--- config.mk ---
export PLATFORM = sky130hd
export DESIGN_NAME = magma_key_sched
export DESIGN_NICKNAME = d
export VERILOG_FILES = /design/src/rtl/magma_pkg.sv /design/src/rtl/magma_rk_index.sv /design/src/rtl/magma_key_sched.sv
export SDC_FILE = /design/constraint.sdc
export NUM_CORES = 1
export LEC_CHECK = 0
export ABC_AREA = 1
export CAP_MARGIN = 20
export CELL_PAD_IN_SITES_DETAIL_PLACEMENT = 0
export CELL_PAD_IN_SITES_GLOBAL_PLACEMENT = 1
export CORE_UTILIZATION = 34
export CTS_CLUSTER_DIAMETER = 60
export DETAILED_ROUTE_END_ITERATION = 6
export GPL_TIMING_DRIVEN = 0
export PLACE_DENSITY_LB_ADDON = 0.1
export SETUP_SLACK_MARGIN = 0.15
export SKIP_LAST_GASP = 1
export SLEW_MARGIN = 20
export SYNTH_ARGS = -nofsm -noshare
export SYNTH_HDL_FRONTEND = slang
export SYNTH_SLANG_ARGS = --single-unit
export TNS_END_PERCENT = 50
--- constraint.sdc ---
create_clock -name clk -period 4.45 [get_ports clk]
set_input_delay 0.6675 -clock clk [delete_from_list [all_inputs] [get_ports clk]]
set_output_delay 0.6675 -clock clk [all_outputs]
set_load 0.02 [all_outputs]
--- src/rtl/magma_pkg.sv ---
// ============================================================================
// Module : magma_pkg
// Brief  : Shared defaults, derived round count and scheduler state encoding.
// Rev    : 1.0  initial release
// ============================================================================
`default_nettype none

package magma_pkg;

  localparam int WORD_W     = 32;
  localparam int KEY_WORDS  = 8;
  localparam int FWD_PASSES = 3;
  localparam int ROUNDS     = (FWD_PASSES + 1) * KEY_WORDS;

  typedef enum logic [1:0] {
    EMPTY = 2'd0,
    IDLE  = 2'd1,
    RUN   = 2'd2
  } ks_state_t;

endpackage

`default_nettype wire

--- src/rtl/magma_rk_index.sv ---
// ============================================================================
// Module : magma_rk_index
// Brief  : Combinational (round, decrypt) to master-key word index mapper.
// Rev    : 1.0  initial release
// ============================================================================
`default_nettype none

module magma_rk_index #(
  parameter int KEY_WORDS  = magma_pkg::KEY_WORDS,
  parameter int FWD_PASSES = magma_pkg::FWD_PASSES,
  parameter int RND_W      = $clog2((FWD_PASSES + 1) * KEY_WORDS),
  parameter int IDX_W      = $clog2(KEY_WORDS)
) (
  input  logic [RND_W-1:0] round,
  input  logic             decrypt,
  output logic [IDX_W-1:0] idx
);

  localparam int ROUNDS = (FWD_PASSES + 1) * KEY_WORDS;

  logic [RND_W-1:0] eff_round;

  // Decrypt walks the encrypt order backwards; the final pass reverses word order.
  always_comb begin
    eff_round = decrypt ? (RND_W'(ROUNDS - 1) - round) : round;
    if (eff_round < RND_W'(FWD_PASSES * KEY_WORDS)) begin
      idx = eff_round[IDX_W-1:0];
    end else begin
      idx = ~eff_round[IDX_W-1:0];
    end
  end

endmodule

`default_nettype wire

--- src/rtl/magma_key_sched.sv ---
// ============================================================================
// Module : magma_key_sched
// Brief  : Loadable Magma key store streaming one round key per handshake.
//          Optional MAGMA_KS_ZEROIZE_EN adds a zeroize input.
// Rev    : 1.0  initial release
// ============================================================================
`default_nettype none

module magma_key_sched
  import magma_pkg::*;
#(
  parameter int WORD_W     = magma_pkg::WORD_W,
  parameter int KEY_WORDS  = magma_pkg::KEY_WORDS,
  parameter int FWD_PASSES = magma_pkg::FWD_PASSES
) (
  input  logic                                            clk,
  input  logic                                            rst,
`ifdef MAGMA_KS_ZEROIZE_EN
  input  logic                                            zeroize,
`endif
  input  logic                                            key_valid,
  output logic                                            key_ready,
  input  logic [WORD_W-1:0]                               key_data,
  output logic                                            key_loaded,
  input  logic                                            start,
  input  logic                                            decrypt,
  input  logic                                            abort,
  output logic                                            busy,
  output logic                                            rk_valid,
  input  logic                                            rk_ready,
  output logic [WORD_W-1:0]                               rk_data,
  output logic [$clog2((FWD_PASSES+1)*KEY_WORDS)-1:0]     rk_round,
  output logic                                            rk_last
);

  localparam int N_ROUNDS = (FWD_PASSES + 1) * KEY_WORDS;
  localparam int RND_W    = $clog2(N_ROUNDS);
  localparam int IDX_W    = $clog2(KEY_WORDS);
  localparam logic [RND_W-1:0] LAST_RND = RND_W'(N_ROUNDS - 1);

  ks_state_t         state_q, state_d;
  logic [IDX_W-1:0]  wr_ptr_q, wr_ptr_d;
  logic              loaded_q, loaded_d;
  logic [RND_W-1:0]  round_q, round_d;
  logic              dec_q, dec_d;
  logic [WORD_W-1:0] key_q [KEY_WORDS];
  logic [WORD_W-1:0] key_d [KEY_WORDS];
  logic [WORD_W-1:0] rk_data_q, rk_data_d;
  logic              rk_last_q, rk_last_d;
  logic [IDX_W-1:0]  next_idx;
  logic              load_acc;

  magma_rk_index #(
    .KEY_WORDS  (KEY_WORDS),
    .FWD_PASSES (FWD_PASSES),
    .RND_W      (RND_W),
    .IDX_W      (IDX_W)
  ) u_rk_index (
    .round   (round_d),
    .decrypt (dec_d),
    .idx     (next_idx)
  );

  assign load_acc = key_valid && (state_q != RUN);

  always_comb begin
    state_d  = state_q;
    wr_ptr_d = wr_ptr_q;
    loaded_d = loaded_q;
    round_d  = round_q;
    dec_d    = dec_q;
    key_d    = key_q;

    case (state_q)
      RUN: begin
        // Abort outranks a coincident handshake.
        if (abort) begin
          state_d = IDLE;
          round_d = '0;
        end else if (rk_ready) begin
          if (round_q == LAST_RND) begin
            state_d = IDLE;
            round_d = '0;
          end else begin
            round_d = round_q + RND_W'(1);
          end
        end
      end
      default: begin
        // A load word takes precedence over start: the key is about to change.
        if (load_acc) begin
          key_d[wr_ptr_q] = key_data;
          wr_ptr_d        = wr_ptr_q + IDX_W'(1);
          if (wr_ptr_q == IDX_W'(KEY_WORDS - 1)) begin
            loaded_d = 1'b1;
            state_d  = IDLE;
          end else begin
            loaded_d = 1'b0;
            state_d  = EMPTY;
          end
        end else if (state_q == IDLE && wr_ptr_q == '0 && start) begin
          state_d = RUN;
          dec_d   = decrypt;
          round_d = '0;
        end
      end
    endcase

`ifdef MAGMA_KS_ZEROIZE_EN
    if (zeroize) begin
      state_d  = EMPTY;
      wr_ptr_d = '0;
      loaded_d = 1'b0;
      round_d  = '0;
      dec_d    = 1'b0;
      for (int i = 0; i < KEY_WORDS; i++) begin
        key_d[i] = '0;
      end
    end
`endif

    // Output registers are loaded with the key for the round about to be presented.
    rk_data_d = (state_d == RUN) ? key_q[next_idx] : '0;
    rk_last_d = (state_d == RUN) && (round_d == LAST_RND);
  end

  always_ff @(posedge clk) begin
    if (rst) begin
      state_q   <= EMPTY;
      wr_ptr_q  <= '0;
      loaded_q  <= 1'b0;
      round_q   <= '0;
      dec_q     <= 1'b0;
      rk_data_q <= '0;
      rk_last_q <= 1'b0;
      for (int i = 0; i < KEY_WORDS; i++) begin
        key_q[i] <= '0;
      end
    end else begin
      state_q   <= state_d;
      wr_ptr_q  <= wr_ptr_d;
      loaded_q  <= loaded_d;
      round_q   <= round_d;
      dec_q     <= dec_d;
      rk_data_q <= rk_data_d;
      rk_last_q <= rk_last_d;
      key_q     <= key_d;
    end
  end

  assign key_ready  = (state_q != RUN);
  assign key_loaded = loaded_q;
  assign busy       = (state_q == RUN);
  assign rk_valid   = (state_q == RUN);
  assign rk_data    = rk_data_q;
  assign rk_round   = round_q;
  assign rk_last    = rk_last_q;

endmodule

`default_nettype wire

==> results.md <==
- MaxCap Viol Count: 0
- Reg2reg start: rk_round[0]
- Period minus WS final: around 3.4 ns
- Synth-to-layout area growth: 20.6%
- Hold Fails Final Rpt: 0
- Final-report setup violation count: 0
- Worst hold path startpoint: key_q[30]
- # DRC: 3
- CP endpoint kind: flop
- Worst VDD drop: about 230 µV
- H-Tree Depth: 2
- Most frequent CP cell: nand2_1
- RSZ-0062 raised after global routing: false
- Crit-path leading delay family: simple AND/OR/NAND/NOR gates
- Pin count of the biggest net entering global routing: 14
- Setup Fix Bufs, Post-CTS: 0
- Resized cells post-CTS: 0
- Root Driver: clkbuf_16
- I/O pin cnt: just over 80
- Worst-case reg-to-reg path depth: 18
- Share of cells above drive strength 1: 0.0654
- Die area: roughly 0.040 mm²
- Total gr overflow: 0
- Slew margin rel.: 0.291
- CTS Sinks: 301
- Cell Area, Synth: 0.0132 mm²
- Routed WL: between 40000 and 50000 µm
- Multi-input logic area: around 0.0058 mm²
- Via-to-Cell Ratio: roughly 5.0
- DR iter-0 viols: between 800 and 900
- IO Port Bufs: 79
- DP HPWL: 33000 µm
- Fmax: between 200 and 300 MHz
- First-pass GRT wire length: a little over 70000 µm
- Cells after Synth: 1901
- Crit Path Class: reg -> reg
- Worst-case hold slack: approximately 0.45 ns
- Pwr per Cell Area: 404 mW/mm²
- Crit path buf inv count: 3
- Synth Warn #: 0
- NumNets Final: just over 2k
- Slowest cell on crit path: xnor2_2
- Crit path depth: 18
- Hold Buf Count CTS: 0
- Post-synthesis sequential area ratio: 0.456
- Placed Cells: approximately 2.5k
- Initial antenna violation count: 1
- Worst-Skew Late Latency: about 0.55 ns
- CTS tree: yes
- Site Rows: 71
- Hold Crit Depth: 2
- Chip Height: approximately 200 µm
- Number of global-route vias before repair: 12.0k
- Total CTS buffers: 38
- Yosys cell types: 32
- Filler cell count: around 4.1k
- Drt pass-1 iters: 7
- Tcrit/Tclk final: 0.770
- Routed via count: around 13k
- Slew Limit Fails: 0
- Crit-path cells: ha_1 -> nand2_1 -> nor2_1 -> ha_1 -> inv_1 -> nand2_1 -> nand3_1 -> nor2_1 -> a21oi_4 -> nand2_1 -> nand2_2 -> nand2_2 -> xnor2_2 -> inv_1 -> clkbuf_1 -> nand3_1 -> nand2_1 -> nor2_1
- Critical Path RT: just under 5 ns
- WL per Instance: roughly 19 µm
- Final Non-Filler Cells: 2559
- WHS Endpoint: key_q[30]
- Worst R2R End: rk_data[1]
- Initial Util: 0.349
- Failing checks: DRC
- Die W: between 150 and 200 µm
- Worst-Margin Slew: between 1 and 1.5 ns
- Worst-path clk slew: around 0.060 ns
- Syn Area/Cell: about 7.0 µm²
- Seq. cell area: around 0.006 mm²
- Antenna-violating nets left: 0
- Final Skew: roughly 0.017 ns
- Core area: 0.0379 mm²
- CP Launch Type: flop
- GR Util All Layers: 0.245
- Status: complete, but fails checks
- Critical path arrival: between 3 and 4 ns
- Slowest stage delay, CP: around 0.63 ns
- FF-to-FF setup slack: approximately 1.0 ns
- Seq cells post-synth: approximately 300
- Util after Layout: 0.420
- Syn_nets: between 1.5k and 2k
- N_diodes: 0
- Clk buf depth: 3
- GP Congestion: 0.854
- Worst Path Max Fanout: 10
- Setup TNS: 0 ns
- Lkg Pwr: approximately 6.6 nW
- Hold crit path type: reg -> reg
per-layer routing:
layer | GRT usage | routed length [µm]
met5 | 0 | 0
met4 | 0.0781 | 1090
met3 | 0.0327 | 2580
met2 | 0.384 | 21200
met1 | 0.345 | 23300
cell type report:
type	count	area share
Sequential cell	301	0.378
Tap cell	511	0.0401
Inverter	222	0.0524
Timing Repair Buffer	81	0.0504
Buffer	137	0.0386
Multi-Input combinational cell	1241	0.361
Clock inverter	18	0.0137
Clock buffer	48	0.0659
registers in the layout, summed over array words and instances, names as in the netlist:
register    flops
state_q         2
key_loaded      1
key_q         256
wr_ptr_q        3
rk_round        5
rk_data        32
rk_last         1
dec_q           1
worst max-delay path by stage:
stage | from | slack (ns) | end
floorplan | rk_round[0] | 1.93 | rk_data[23]
global placement | rk_ready | -0.12 | rk_data[26]
detailed placement | rk_ready | 0.63 | rk_data[8]
CTS | rk_round[0] | 1.02 | rk_data[8]
global route | rk_round[0] | 0.83 | rk_data[9]
finish | rk_round[0] | 1.02 | rk_data[1]
cells in the mapped netlist, drive strengths merged:
library cell,count,share of area
nand3b,1,0.00057
nor3,1,0.00038
o211ai,1,0.00057
ha,5,0.0047
nand2,215,0.064
mux2i,1,0.00076
xor2,1,0.00066
nand3,236,0.090
a21oi,198,0.076
nor4,2,0.00095
dfxtp,301,0.46
clkbuf,89,0.025
clkinv,7,0.0021
nor2,284,0.083
xnor2,1,0.0012
o21ai,294,0.11
inv,215,0.061
buf,48,0.021
o2111ai,1,0.00066
worst min-delay path: stages, from the launching register on:
cell	delay [ns]
dfxtp_1	0.30
inv_1	0.06
a21oi_1	0.05
stage by stage:
stage / cell area (µm²) / total power, W / setup WS, ns
5_1_grt: 15900 / 0.00668 / 0.826
3_5_place_dp: 14700 / 0.00333 / 0.631
3_3_place_gp: 14700 / 0.00332 / -0.117
2_1_floorplan: 13200 / 0.00313 / 1.93
4_1_cts: 15900 / 0.00650 / 1.02
6_report: 15900 / 0.00644 / 1.02
layout by cell type (no fill, tap or decap), types with 3 or more instances in the layout:
master | synthesis | final
o21ai_0 | 272 | 272
buf_1 | 3 | 3
buf_4 | 3 | 4
clkinv_4 | 0 | 3
nand2_1 | 204 | 204
inv_2 | 4 | 4
o21ai_1 | 21 | 21
nand3_1 | 234 | 234
a21oi_1 | 197 | 197
nand2_4 | 3 | 3
buf_2 | 36 | 37
bufinv_16 | 0 | 4
dfxtp_1 | 301 | 301
nand2_2 | 8 | 8
clkinvlp_4 | 0 | 3
clkbuf_8 | 0 | 4
clkbuf_16 | 0 | 39
inv_1 | 211 | 211
clkbuf_1 | 89 | 94
buf_6 | 6 | 6
nor2_1 | 280 | 280
ha_1 | 5 | 5
clkinv_1 | 6 | 6
clkdlybuf4s50_1 | 0 | 79
nor2_4 | 3 | 3
clkinv_2 | 1 | 7
power by group:
group	switching (W)	internal, W	total [W]
logic	0.000315	0.000143	0.000458
registers	0.0000277	0.00279	0.00282
clock network	0.00126	0.00191	0.00317
cells by family (layout without fill, tap and decap cells):
group,Yosys count,in the layout,synth area share
and+or+nand+nor,739,739,0.239
AOI/OAI and AO/OA,494,494,0.189
buffers and inverters,359,506,0.110
DFF,301,301,0.456
adders and majority gates,5,5,0.00473
xor gates and xnor gates,2,2,0.00189
muxes,1,1,0.000757
Note: power is estimated with default switching activity, not from simulation.
